$ cat src/rtl/lc3b_types.sv
// ---------------------------------------------------------------------------
// lc3b_types : shared enums and helpers for the LC-3b multicycle control path
// Rev 1.0
// ---------------------------------------------------------------------------
`default_nettype none

package lc3b_types;

  typedef enum logic [1:0] {
    ERR_NONE    = 2'b00,
    ERR_ALIGN   = 2'b01,
    ERR_TIMEOUT = 2'b10
  } mem_err_t;

  typedef enum logic [1:0] {
    MS_IDLE   = 2'd0,
    MS_IND    = 2'd1,
    MS_ACCESS = 2'd2,
    MS_FINISH = 2'd3
  } mem_seq_state_t;

  function automatic int lane_count(input int width);
    return width / 8;
  endfunction

  function automatic int lane_bits(input int width);
    return (width / 8 > 1) ? $clog2(width / 8) : 1;
  endfunction

endpackage

`default_nettype wire

$ cat src/rtl/mem_lane_sel.sv
// ---------------------------------------------------------------------------
// mem_lane_sel : byte-lane read select / zero-extend and write replication
// Rev 1.0
// ---------------------------------------------------------------------------
`default_nettype none

module mem_lane_sel
  import lc3b_types::*;
#(
  parameter int WIDTH = 16
) (
  input  logic [lane_bits(WIDTH)-1:0]  lane,
  input  logic                         byte_mode,
  input  logic                         byte_wr,
  input  logic [WIDTH-1:0]             wdata,
  input  logic [WIDTH-1:0]             rdata,
  output logic [WIDTH-1:0]             wdata_out,
  output logic [lane_count(WIDTH)-1:0] byte_en,
  output logic [WIDTH-1:0]             rdata_byte
);

  localparam int LANES = lane_count(WIDTH);

  logic [WIDTH-1:0] wdata_rep;
  logic [7:0]       lane_bytes [LANES];

  for (genvar i = 0; i < LANES; i++) begin : g_lane
    assign wdata_rep[i*8 +: 8] = wdata[7:0];
    assign lane_bytes[i]       = rdata[i*8 +: 8];
  end

  assign wdata_out  = byte_mode ? wdata_rep : wdata;
  assign byte_en    = byte_wr ? (LANES'(1) << lane) : '1;
  assign rdata_byte = {{(WIDTH-8){1'b0}}, lane_bytes[lane]};

endmodule

`default_nettype wire

$ cat src/rtl/mem_access_seq.sv
// ---------------------------------------------------------------------------
// mem_access_seq : indirect/byte/word memory transaction engine with timeout
// Rev 1.0
// ---------------------------------------------------------------------------
`default_nettype none

module mem_access_seq
  import lc3b_types::*;
#(
  parameter int WIDTH      = 16,
  parameter int MAX_LEVELS = 3,
  parameter int TIMEOUT    = 255
) (
  input  logic                             clk,
  input  logic                             rst_n,
  input  logic                             req_valid,
  output logic                             req_ready,
  input  logic                             req_write,
  input  logic                             req_byte,
  input  logic [$clog2(MAX_LEVELS+1)-1:0]  req_levels,
  input  logic [WIDTH-1:0]                 req_addr,
  input  logic [WIDTH-1:0]                 req_wdata,
  output logic                             done,
  output logic [1:0]                       err,
  output logic [WIDTH-1:0]                 rdata,
  output logic [WIDTH-1:0]                 mem_address,
  output logic                             mem_read,
  output logic                             mem_write,
  output logic [lane_count(WIDTH)-1:0]     mem_byte_enable,
  output logic [WIDTH-1:0]                 mem_wdata,
  input  logic [WIDTH-1:0]                 mem_rdata,
  input  logic                             mem_resp
);

  localparam int LB  = lane_bits(WIDTH);
  localparam int LW  = $clog2(MAX_LEVELS + 1);
  localparam int WCW = (TIMEOUT > 1) ? $clog2(TIMEOUT + 1) : 1;
  localparam logic [LW-1:0]  MAX_LV    = LW'(MAX_LEVELS);
  localparam logic [WCW-1:0] WAIT_LAST = (TIMEOUT > 0) ? WCW'(TIMEOUT - 1) : '0;

  mem_seq_state_t   state_q, state_d;
  mem_err_t         err_q, err_d;
  logic [WIDTH-1:0] addr_q, addr_d;
  logic [WIDTH-1:0] wdata_q, wdata_d;
  logic [WIDTH-1:0] rdata_q, rdata_d;
  logic             write_q, write_d;
  logic             byte_q, byte_d;
  logic [LW-1:0]    level_cnt_q, level_cnt_d;
  logic [WCW-1:0]   wait_cnt_q, wait_cnt_d;

  logic             in_op;
  logic             word_op;
  logic             misaligned;
  logic             active;
  logic             byte_wr;
  logic [WIDTH-1:0] lane_rdata;

  // A misaligned word operation never raises a strobe; it only reports.
  assign in_op      = (state_q == MS_IND) || (state_q == MS_ACCESS);
  assign word_op    = (state_q == MS_IND) || ((state_q == MS_ACCESS) && !byte_q);
  assign misaligned = word_op && (addr_q[LB-1:0] != '0);
  assign active     = in_op && !misaligned;
  assign byte_wr    = (state_q == MS_ACCESS) && write_q && byte_q;

  assign req_ready   = (state_q == MS_IDLE);
  assign done        = (state_q == MS_FINISH);
  assign err         = err_q;
  assign rdata       = rdata_q;
  assign mem_address = addr_q;
  assign mem_read    = active && ((state_q == MS_IND) || !write_q);
  assign mem_write   = active && (state_q == MS_ACCESS) && write_q;

  mem_lane_sel #(
    .WIDTH (WIDTH)
  ) u_lane_sel (
    .lane       (addr_q[LB-1:0]),
    .byte_mode  (byte_q),
    .byte_wr    (byte_wr),
    .wdata      (wdata_q),
    .rdata      (mem_rdata),
    .wdata_out  (mem_wdata),
    .byte_en    (mem_byte_enable),
    .rdata_byte (lane_rdata)
  );

  always_comb begin
    state_d     = state_q;
    err_d       = err_q;
    addr_d      = addr_q;
    wdata_d     = wdata_q;
    rdata_d     = rdata_q;
    write_d     = write_q;
    byte_d      = byte_q;
    level_cnt_d = level_cnt_q;
    wait_cnt_d  = wait_cnt_q;

    case (state_q)
      MS_IDLE: begin
        if (req_valid) begin
          addr_d      = req_addr;
          wdata_d     = req_wdata;
          write_d     = req_write;
          byte_d      = req_byte;
          err_d       = ERR_NONE;
          wait_cnt_d  = '0;
          level_cnt_d = (req_levels > MAX_LV) ? MAX_LV : req_levels;
          state_d     = (level_cnt_d != '0) ? MS_IND : MS_ACCESS;
        end
      end
      MS_IND, MS_ACCESS: begin
        if (misaligned) begin
          err_d   = ERR_ALIGN;
          state_d = MS_FINISH;
        end else if (mem_resp) begin
          // A response in the last allowed cycle beats the timeout.
          wait_cnt_d = '0;
          if (state_q == MS_IND) begin
            addr_d      = mem_rdata;
            level_cnt_d = level_cnt_q - LW'(1);
            if (level_cnt_q == LW'(1)) state_d = MS_ACCESS;
          end else begin
            if (!write_q) rdata_d = byte_q ? lane_rdata : mem_rdata;
            err_d   = ERR_NONE;
            state_d = MS_FINISH;
          end
        end else if ((TIMEOUT > 0) && (wait_cnt_q == WAIT_LAST)) begin
          err_d   = ERR_TIMEOUT;
          state_d = MS_FINISH;
        end else if (TIMEOUT > 0) begin
          wait_cnt_d = wait_cnt_q + WCW'(1);
        end
      end
      MS_FINISH: state_d = MS_IDLE;
      default:   state_d = MS_IDLE;
    endcase
  end

  always_ff @(posedge clk or negedge rst_n) begin
    if (!rst_n) begin
      state_q     <= MS_IDLE;
      err_q       <= ERR_NONE;
      addr_q      <= '0;
      wdata_q     <= '0;
      rdata_q     <= '0;
      write_q     <= 1'b0;
      byte_q      <= 1'b0;
      level_cnt_q <= '0;
      wait_cnt_q  <= '0;
    end else begin
      state_q     <= state_d;
      err_q       <= err_d;
      addr_q      <= addr_d;
      wdata_q     <= wdata_d;
      rdata_q     <= rdata_d;
      write_q     <= write_d;
      byte_q      <= byte_d;
      level_cnt_q <= level_cnt_d;
      wait_cnt_q  <= wait_cnt_d;
    end
  end

endmodule

`default_nettype wire

$ cat config.mk
export PLATFORM = sky130hd
export DESIGN_NAME = mem_access_seq
export DESIGN_NICKNAME = d
export VERILOG_FILES = /design/src/rtl/lc3b_types.sv /design/src/rtl/mem_lane_sel.sv /design/src/rtl/mem_access_seq.sv
export SDC_FILE = /design/constraint.sdc
export NUM_CORES = 1
export LEC_CHECK = 0
export BUFFER_PORTS_ARGS = -buffer_cell sky130_fd_sc_hd__buf_2
export CAP_MARGIN = 40
export CORE_MARGIN = 3
export CORE_UTILIZATION = 48
export CTS_BUF_LIST = sky130_fd_sc_hd__clkbuf_8
export CTS_CLUSTER_DIAMETER = 60
export DETAILED_ROUTE_END_ITERATION = 8
export PLACE_DENSITY_LB_ADDON = 0.3
export SYNTH_ARGS = -nofsm -noshare
export SYNTH_HDL_FRONTEND = slang
export SYNTH_HIERARCHICAL = 1
export SYNTH_SLANG_ARGS = --single-unit
$ cat constraint.sdc
create_clock -name clk -period 1.95 [get_ports clk]
set_input_delay 0.39 -clock clk [delete_from_list [all_inputs] [get_ports clk]]
set_output_delay 0.39 -clock clk [all_outputs]
set_load 0.02 [all_outputs]
# == Word-level counts from Yosys, hierarchy flattened ==
# Index checks and enable logic that the tools add are counted.
# op_classes
add_sub_neg,2
magnitude_cmp,2
n_eq_ne,13
n_shift,1
muxes,36
bitwise,4
n_reduce_logical,24
# op_table
operator,n
16-bit two-way mux,6
8-bit two-way mux,7
2-bit two-way mux,18
16-bit one-hot mux with 2 select lines,1
8-bit one-hot mux with 2 select lines,1
5-bit AND reduction,2
"8-bit by 1-bit adder with 8-bit output, second input constant",1
"8-bit equality test, second input constant",1
1-bit logical AND,8
"2-bit inequality test, second input constant",4
"4-bit inequality test, second input constant",2
2-bit one-hot mux with 2 select lines,2
4-bit AND reduction,2
2-bit one-hot mux with 3 select lines,1
"5-bit inequality test, second input constant",1
"2-bit by 1-bit equality test with 1-bit output, second input constant",2
"2-bit equality test, second input constant",2
2-bit nonzero test,2
1-bit logical NOT,3
1-bit logical OR,3
"3-bit inequality test, second input constant",1
1-bit inverter,3
3-bit AND reduction,1
"2-bit >= comparator, second input constant",1
7 further kinds,7
# totals
reg_bits,64
in_bits,56
out_inout_bits,56

# == Depth between registers and ports, before layout ==
# Gate-level depths: netlist (run 1).
# logic_depth
word_depth,8
ltp_mapped,9
mapped_depth_nobuf,7

# == Modules after synthesis ==
# The synthesis (run 1) kept the hierarchy.
# by_module_without_submodules
module,n_inst,cells_each,area_per_inst_um2
mem_access_seq,1,285,3108.0
mem_lane_sel,1,37,396.6

# == Worst setup path after synthesis (run 1) ==
# OpenSTA, ideal clock, no wires.
# synth_timing
path_type,reg2out
startpoint,register state_q[0]
endpoint,output port mem_read
t_arrival_ns,1.797
required_time_ns,1.560
path_slack_ns,-0.237
path_stages_with_launch,7
n_path_buf,2
path_cell_list,dfrtp_1 > inv_1 > ha_1 > buf_2 > buf_1 > nand2_1 > a21oi_1
# synth_via
elab_chain_cells,7
word_cells_on_any_way,10
classes_between,eq/ne: 2; reduce/logical: 8
# synth_rtl
element,line,text
from (decl),mem_access_seq.sv:41,"mem_seq_state_t state_q, state_d;"
from (signal assigned),mem_access_seq.sv:150,state_q <= state_d;
2-bit equality test,"mem_access_seq.sv:59, mem_access_seq.sv:60",
1-bit logical AND,mem_access_seq.sv:60,assign word_op = (state_q == MS_IND) || ((state_q == MS_ACCESS) && !byte_q);
1-bit logical OR,mem_access_seq.sv:60,
1-bit logical AND,mem_access_seq.sv:61,assign misaligned = word_op && (addr_q[LB-1:0] != '0);
1-bit logical NOT,mem_access_seq.sv:62,assign active = in_op && !misaligned;
1-bit logical AND,mem_access_seq.sv:62,
1-bit logical AND (*),mem_access_seq.sv:70,assign mem_read = active && ((state_q == MS_IND) || !write_q);
to (decl),mem_access_seq.sv:27,"output logic mem_read,"
# Mark *: on every way between the ends. The rest lies on a longest branch, timed or not.

# == Worst setup path after layout (run 1) ==
# Same ends and word-level chain as after synthesis.

==> flow_metrics.tcl, run 1 <==
set metrics [dict create \
    outcome "complete, no violations" \
    cp_data_required_time_ps 1560 \
    synth_ff_type "dfrtp_1" \
    synthDistinctLibCells 45 \
    ys_seq_area_share_pct 45.7 \
    die-area_um2 8360 \
    fillers 583 \
    yosysTopAreaCell "dfrtp_1" \
    total_power_uw 8850 \
    dr.first_iter.drc_count 61 \
    intPower_uw 5120 \
    worstReg2RegEnd "state_q[0]" \
    clock-skew-final_ps 5.80 \
    syn_inst 322 \
    slew_viol_final 0 \
    ys_ff_latch 64 \
    critPathArrivalTime_ps 1560 \
    rr_worst_depth 7 \
    grt-busiest-layer "met2" \
    drive_gt1_share_pct 45.1 \
    hold_depth 2 \
    synth_area_um2 3500 \
    antenna_cells 0 \
    num_rows 30 \
    postRouteAntennaNets 0 \
    async_flop_share_pct 100 \
    worstSetupPathType "register to output port" \
    io_buffer_count 111 \
    cp-start-kind "register" \
    fin_area_um2 4510 \
    die_height_um 91.4 \
    place_area_um2 4120 \
    pwr-share-clk_pct 16.2 \
    use_met2_pct 30.6 \
    p_leak_uw 0.00222 \
    cts_root_buf "clkbuf_8" \
    ios 112 \
    synth.avg_cell_area_um2 10.9 \
    period_share_pct 99.9 \
    setup_slack_ps 1.85 \
    start_util_pct 50.5 \
    p_comb_share_pct 57.5 \
    final_cell_mix "109 x buf_2, 63 x dfrtp_1, 39 x nor2_1" \
    dp_hpwl_um 5810 \
    drc 0 \
    die_w_um 91.4 \
    fin_nets 504 \
    rr_startpoint "state_q[0]" \
    setup_viol 0 \
    period_minus_slack_ps 1950 \
    wl_per_cell_um 14.7 \
    gp_congestion 0.874 \
    viasPerCell 5.04 \
    worstHoldEndpoint "wdata_q[2]" \
    clock_sinks 64 \
    core_um2 6940 \
    grt_start_max_net_pins 50 \
    cts_tree "yes" \
    min_path_type "input port to register" \
    peakVddDrop_mv 0.987 \
    hold_viol 0 \
    grt_overflow_total 0 \
    seq_power_share_pct 26.3 \
    grt_usage_pct 18.9 \
    globalRouteMet1Util_pct 23.7 \
    grt_pass1_vias 2632 \
    min_from "req_wdata[2]" \
    cts-buffers-inserted 9 \
    clockBufferDepth 2 \
    max_freq_mhz 513 \
    synth_top_cells_by_area "dfrtp_1 46%, mux2i_1 9.7%, mux2_4 6.9%" \
    synth-edff-count 0 \
    p_per_area_nw_per_um2 1960 \
    grt_util_met3_pct 6.88 \
    rsz0062_at_grt "true" \
    clkTransAtPathRegs_ps 80 \
    final_common_cell "buf_2" \
    insertion_delay_ps 340 \
    path_max_fanout 3 \
    cap_violations 0 \
    antenna_found_initial 0 \
    grt_first_pass_wirelength_um 12600 \
    power_switching_uw 3730 \
    dr_total_vias 2730 \
    routed_wl_um 7950 \
    r2r_slack_ps 40 \
    cts_max_level 3 \
    dr.pass1.iters 4 \
    yosys_warnings 6 \
    swShare_pct 42.1 \
    synthToLayoutAreaGrowth_pct 28.7 \
    netlist.area_leader.share_pct 45.7 \
    cp-end-kind "output port" \
    timing.hold.ws_ps 280 \
    place_ws_ps 57.9 \
]
[sequential cells by signal (all words and copies together) (netlist names)]
register	count
byte_q	1
wait_cnt_q	8
err	2
state_q	2
write_q	1
rdata	16
mem_address	16
level_cnt_q	2
wdata_q	16
[timing repair]
| action | 4_1_cts | 5_1_grt |
|---|---|---|
| hold endpoints to repair | 15 | 0 |
| pin swaps | 4 | 4 |
| setup endpoints to repair | 4 | 17 |
| hold buffers | 1 | 0 |
| gates resized for setup | 12 | 4 |
| buffers inserted | 5 | 3 |
| cloned | 0 | 0 |
[layout make-up]
type                       instances  area (µm²)  share of cell area, %
inverter                           8        30.0                  0.666
tap                               96         120                   2.66
clock inverter                     7         128                   2.83
multi-input combinational        226        1740                   38.6
timing repair buffer             132         766                   17.0
sequential                        64        1600                   35.5
clock buffer                       9         124                   2.75
[critical path, cell delays in order, from the launching register on]
cell,delay [ps]
dfrtp_1,410
buf_4,160
ha_4,170
o21ai_4,150
nand2_2,80
a21oi_2,120
buf_6,130
[stage by stage]
step	utilization (%)	std cells	TNS [ps]
3_3_place_gp	59.4	517	0
3_5_place_dp	59.4	517	0
2_1_floorplan	-	329	-11.1
4_1_cts	64.4	539	-62.0
5_1_grt	65.0	542	-343
6_report	65.0	542	0
[power groups by stage]
stage	combinational (µW)	sequential (µW)	clock (µW)
finish	5090	2330	1430
global route	5490	2410	1540
detailed placement	4840	2330	0
global placement	4740	2320	0
floorplan	3280	2700	0
CTS	5030	2330	1470
[layer usage]
layer  part of all wire [%]  up-vias
met3                    8.1       10
met4                    1.4        0
li1                       -     1359
met5                      0        -
met2                     47       94
met1                     44     1267
[synth_stat cells (2+ instances only)]
cell type	count
and4_1	2
nand3_1	3
ha_1	7
nand2_1	12
mux2_2	19
inv_1	8
nand3_2	2
buf_6	3
buf_4	18
a31oi_1	4
dfrtp_1	64
o21ai_0	6
nor2_1	40
nand2b_1	4
a21oi_1	39
mux2_4	16
buf_2	8
mux2i_1	34
nor3_1	2
or3_1	4
buf_1	2
nand4_1	2
[kinds of logic after synthesis]
logic type      after synthesis  synth area share (%)
simple gates                 80                  11.4
xor+xnor                      1                 0.250
other cells                   1                 0.107
flops                        64                  45.7
mux                          70                  23.0
buf+inv                      39                  7.03
compound gates               60                  10.1
fa+ha+maj                     7                  2.50
[worst max-delay path by stage]
stage	start	to	cells after the start
after detailed placement	state_q[0]	wait_cnt_q[5]	7
after global routing	state_q[0]	mem_read	7
after CTS	state_q[1]	mem_write	6
after floorplan	state_q[0]	mem_write	6
final	state_q[0]	mem_read	6
after global placement	state_q[0]	wait_cnt_q[5]	7
(Power assumes the default switching activity.)
==> run 2, diff against run 1 <==
--- a/config.mk
+++ b/config.mk
@@ -7,7 +7,6 @@
 export LEC_CHECK = 0
 export BUFFER_PORTS_ARGS = -buffer_cell sky130_fd_sc_hd__buf_2
 export CAP_MARGIN = 40
-export CORE_MARGIN = 3
 export CORE_UTILIZATION = 48
 export CTS_BUF_LIST = sky130_fd_sc_hd__clkbuf_8
 export CTS_CLUSTER_DIAMETER = 60
==> run 2 against run 1 <==
Clock-buffer cell count increased by 2. Core utilization decreased by 1.1 points. Final area decreased by 2.2%. Largest power group unchanged. First-iteration DRC count increased by 39%. Setup slack improved by 15 ps.
==> flow_metrics.tcl, run 2 (synthesis results as in run 1) <==
set metrics [dict create \
    total_power_uw 8420 \
    routed_wl_um 7820 \
    cp-start-kind "register" \
    period_minus_slack_ps 1930 \
    hold_viol 0 \
    final_cells 542 \
    min_path_type "input port to asynchronous set/reset pin" \
    slew_viol_final 0 \
    grt_start_max_net_pins 42 \
    rr_startpoint "state_q[1]" \
    drc 0 \
    cap_violations 0 \
    dr.pass1.iters 4 \
    drive_gt1_share_pct 44.4 \
    gp_congestion 0.807 \
    cp_data_required_time_ps 1560 \
    die-area_um2 7650 \
    die_w_um 87.4 \
    antenna_cells 0 \
    ios 112 \
    wl_per_cell_um 14.4 \
    postRouteAntennaNets 0 \
    final_common_cell "buf_2" \
    grt_overflow_total 0 \
    p_per_area_nw_per_um2 1910 \
    grt_usage_pct 21.8 \
    path_max_fanout 3 \
    clockBufferDepth 2 \
    num_rows 30 \
    grt_pass1_vias 2620 \
    period_share_pct 99.1 \
    dr.first_iter.drc_count 85 \
    cts_tree "yes" \
    core_um2 6910 \
    slew_headroom_pct 62.0 \
    post-place-cells 518 \
    viasPerCell 5.01 \
    peakVddDrop_mv 0.856 \
    critPathArrivalTime_ps 1540 \
    rsz0062_at_grt "true" \
    die_height_um 87.4 \
    timing.hold.ws_ps 41.4 \
    fillers 635 \
    cp-end-kind "output port" \
    dp_hpwl_um 5710 \
    cts_root_buf "clkbuf_8" \
    start_util_pct 50.7 \
    dr_total_vias 2716 \
    io_buffer_count 111 \
    outcome "complete, no violations" \
    worstMarginPinSlew_ps 570 \
    worstSetupPathType "register to output port" \
    antenna_found_initial 0 \
    final_cell_mix "109 x buf_2, 64 x dfrtp_1, 40 x nor2_1" \
    insertion_delay_ps 340 \
    setup_viol 0 \
    cts-buffers-inserted 9 \
    regArea_um2 1600 \
    p_leak_uw 0.00218 \
    clock_sinks 64 \
    fin_nets 505 \
    clock-skew-final_ps 9.89 \
    place_area_um2 4120 \
    multi_input_area_um2 1730 \
    critical_path.startpoint "state_q[1]" \
    fin_area_um2 4410 \
    grt_first_pass_wirelength_um 12500 \
    cts_max_level 3 \
    cts_hold_buf 0 \
    max_freq_mhz 517 \
    clkTransAtPathRegs_ps 70 \
    synthToLayoutAreaGrowth_pct 25.9 \
]
-- run 2: cell count changes in the layout (fill, tap and decap cells not counted), moves of 2 or more --
cell / before / now
buf_4: 17 / 21
clkinv_2: 0 / 2
clkbuf_8: 9 / 11
bufinv_16: 3 / 0
clkinv_4: 2 / 0
-- run 2: path summary, 6_finish.rpt --
| kind | end | slack (ps) | depth (start not counted) |
|---|---|---|---|
| worst max register to register | wait_cnt_q[5] | 30 | 8 |
| max in group asynchronous | state_q[1] | 1290 | 2 |
| worst max-delay path | mem_read | 20 | 6 |
| min in group clk | wdata_q[10] | 280 | 2 |
| worst min-delay path | wait_cnt_q[5] | 40 | 1 |
| worst min register to register | wdata_q[11] | 510 | 1 |
-- run 2: timing repair --
item                       4_1_cts  5_1_grt
pin swaps                        3        9
resized for setup                9        3
cloned                           0        0
setup endpoints to repair        2       13
setup buffers                    4        5
-- run 2: report_power, final --
group / switching (µW) / total [µW] / leakage [µW] / internal, µW
registers: 372 / 2320 / 0.000751 / 1950
logic: 2790 / 5090 / 0.00134 / 2300
clock network: 497 / 1010 / 0.0000924 / 515
total: 3660 / 8420 / 0.00218 / 4760
-- run 2: area by class of cell --
type | count | area share [%]
timing repair buffer | 133 | 17.1
clock buffer | 11 | 3.43
tap | 96 | 2.72
multi-input combinational | 226 | 39.3
clock inverter | 4 | 0.482
inverter | 8 | 0.680
sequential | 64 | 36.3
-- run 2: stage by stage --
| stage | setup slack [ps] | TNS, ps | util (%) |
|---|---|---|---|
| 4_1_cts | -9.09 | -9.09 | 63.2 |
| 3_3_place_gp | 116 | 0 | 59.6 |
| 2_1_floorplan | -11.1 | -11.1 | - |
| 3_5_place_dp | 37.6 | 0 | 59.6 |
| 5_1_grt | -87.1 | -255 | 63.9 |
| 6_report | 17.2 | 0 | 63.9 |
-- run 2: per-layer routing --
layer  global-route usage, %  vias up  wire length, µm
met5                       0        -                0
met4                    8.05        0              112
met3                    6.07        9              548
met2                    37.1       95             3820
met1                    26.3     1262             3330
li1                        -     1350                -
-- run 2: worst max-delay path, cell delays in order, from the launching register on --
cell and delay, ps:
dfrtp_1 430, ha_4 190, nor2b_4 130, o21ai_4 140, nand2_2 80, a21oi_2 100, buf_4 150
==> run 3, diff against run 2 <==
--- a/config.mk
+++ b/config.mk
@@ -7,7 +7,7 @@
 export LEC_CHECK = 0
 export BUFFER_PORTS_ARGS = -buffer_cell sky130_fd_sc_hd__buf_2
 export CAP_MARGIN = 40
-export CORE_UTILIZATION = 48
+export CORE_UTILIZATION = 45
 export CTS_BUF_LIST = sky130_fd_sc_hd__clkbuf_8
 export CTS_CLUSTER_DIAMETER = 60
 export DETAILED_ROUTE_END_ITERATION = 8
==> run 3 against run 2 <==
Final area increased by 1.4%. Non-clock buffer count shrank 2. Cell count grew 0.37%. Setup slack improved by 1.6 ps. Via count increased by 0.48%. Worst hold slack better by 17 ps. Sequential share of layout area down 0.49 points. Critical path depth did not move. Global-route usage down 1.4 points. Largest power group unchanged. Highest routed layer unchanged.
==> flow_metrics.tcl, run 3 (synthesis results as in run 1) <==
set metrics [dict create \
    path_max_fanout 3 \
    setup_slack_ps 18.8 \
    post-place-cells 520 \
    critical-path-slowest-cell "dfrtp_1" \
    crit_buf_inv 2 \
    crit_top_cell "buf_4" \
    num_rows 31 \
    grt_pass1_vias 2715 \
    drive_gt1_share_pct 45.4 \
    postRouteAntennaNets 0 \
    routed_wl_um 7960 \
    cts_hold_buf 0 \
    clock-skew-final_ps 5.93 \
    p_per_area_nw_per_um2 1940 \
    finalSetupTns_ps 0 \
    cts-buffers-inserted 9 \
    period_share_pct 99.0 \
    rr_worst_depth 8 \
    grt_overflow_total 0 \
    cap_violations 0 \
    crit_family "flip-flops" \
    dr.first_iter.drc_count 90 \
    peakVddDrop_mv 0.897 \
    min_path_type "input port to asynchronous set/reset pin" \
    cts_max_level 3 \
    cts_root_buf "clkbuf_8" \
    crit_path_max_incr_delay_ps 390 \
    die-area_um2 8150 \
    clockBufferDepth 2 \
    antenna_cells 0 \
    r2r_slack_ps 30 \
    die_w_um 90.3 \
    outcome "complete, no violations" \
    period_minus_slack_ps 1930 \
    p_leak_uw 0.00219 \
    grt_usage_pct 20.3 \
    final_cells 544 \
    slew_viol_final 0 \
    dp_hpwl_um 5830 \
    place_ws_ps 39.3 \
    die_height_um 90.3 \
    grt_start_max_net_pins 65 \
    rr_startpoint "state_q[0]" \
    dr_total_vias 2729 \
    max_freq_mhz 518 \
    wl_per_cell_um 14.6 \
    core_um2 7410 \
    fin_nets 503 \
    clock_sinks 64 \
    setup_viol 0 \
    drc 0 \
    ios 112 \
    antenna_found_initial 0 \
    total_power_uw 8670 \
    rsz0062_at_grt "true" \
    critPathArrivalTime_ps 1540 \
    viasPerCell 5.02 \
    cp_data_required_time_ps 1560 \
    synthToLayoutAreaGrowth_pct 27.7 \
    worstSetupPathType "register to output port" \
    timing.hold.ws_ps 58.9 \
    dr.pass1.iters 4 \
    clkTransAtPathRegs_ps 70 \
    io_buffer_count 111 \
    cts_tree "yes" \
    start_util_pct 47.3 \
    final_cell_mix "109 x buf_2, 63 x dfrtp_1, 39 x nor2_1" \
    worstReg2RegEnd "wait_cnt_q[7]" \
    cp-end-kind "output port" \
    cp-start-kind "register" \
    hold_viol 0 \
    gp_congestion 0.774 \
    crit_chain "buf_4, ha_4, o21ai_4, nand2_2, a21oi_2, buf_4" \
    insertion_delay_ps 330 \
    grt_first_pass_wirelength_um 13100 \
    final_common_cell "buf_2" \
]
[run 3: cell count changes in the layout (fill, tap and decap cells not counted), sizes merged]
cell      change
clkinv        +3
buf           -2
bufinv        +2
clkbuf        -2
clkinvlp      -1
inv           -1
[run 3: repair_timing]
item,CTS,global route
resized for setup,11,8
buffers inserted,6,2
endpoints found under the setup margin,2,22
pin swaps,5,7
[run 3: worst register-to-register path, stage by stage (launching register included)]
cell	delay, ps
dfrtp_1	390
buf_4	150
buf_4	130
buf_4	130
ha_4	170
nor2_4	180
nand4_1	190
or3_1	400
a21oi_2	110
[run 3: metal layers]
layer / part of all wire (%) / GRT usage [%] / vias up
li1: - / - / 1340
met1: 44 / 25.2 / 1294
met2: 51 / 35.7 / 93
met3: 4.9 / 4.97 / 2
met4: 0.30 / 4.84 / 0
met5: 0 / 0 / -
[run 3: final cells by class]
cell class | instances | area [µm²]
clock buffer | 9 | 124
clock inverter | 7 | 96.3
fill | 681 | 2930
inverter | 8 | 30.0
multi-input combinational | 226 | 1750
sequential | 64 | 1600
tap | 99 | 124
timing repair buffer | 131 | 747
[run 3: worst max path at each step]
stage	from	to	slack (ps)	depth (start not counted)
2_1_floorplan	state_q[0]	mem_write	-10	6
3_3_place_gp	state_q[1]	wait_cnt_q[5]	100	7
3_5_place_dp	state_q[0]	wait_cnt_q[5]	40	7
4_1_cts	state_q[0]	done	-20	5
5_1_grt	state_q[0]	wait_cnt_q[7]	-70	8
6_report	state_q[0]	mem_read	20	6
[run 3: through the flow]
step	util (%)	cell area (µm²)
2_1_floorplan	-	3540
3_3_place_gp	55.5	4120
3_5_place_dp	55.5	4120
4_1_cts	59.8	4430
5_1_grt	60.4	4480
6_report	60.4	4480
[run 3: report_power, final]
part           internal (µW)  total (µW)  leakage [µW]  switching (µW)
combinational           2290        5090       0.00133            2800
sequential              1950        2320      0.000749             375
clock                    722        1260      0.000113             540
total                   4960        8670       0.00219            3710
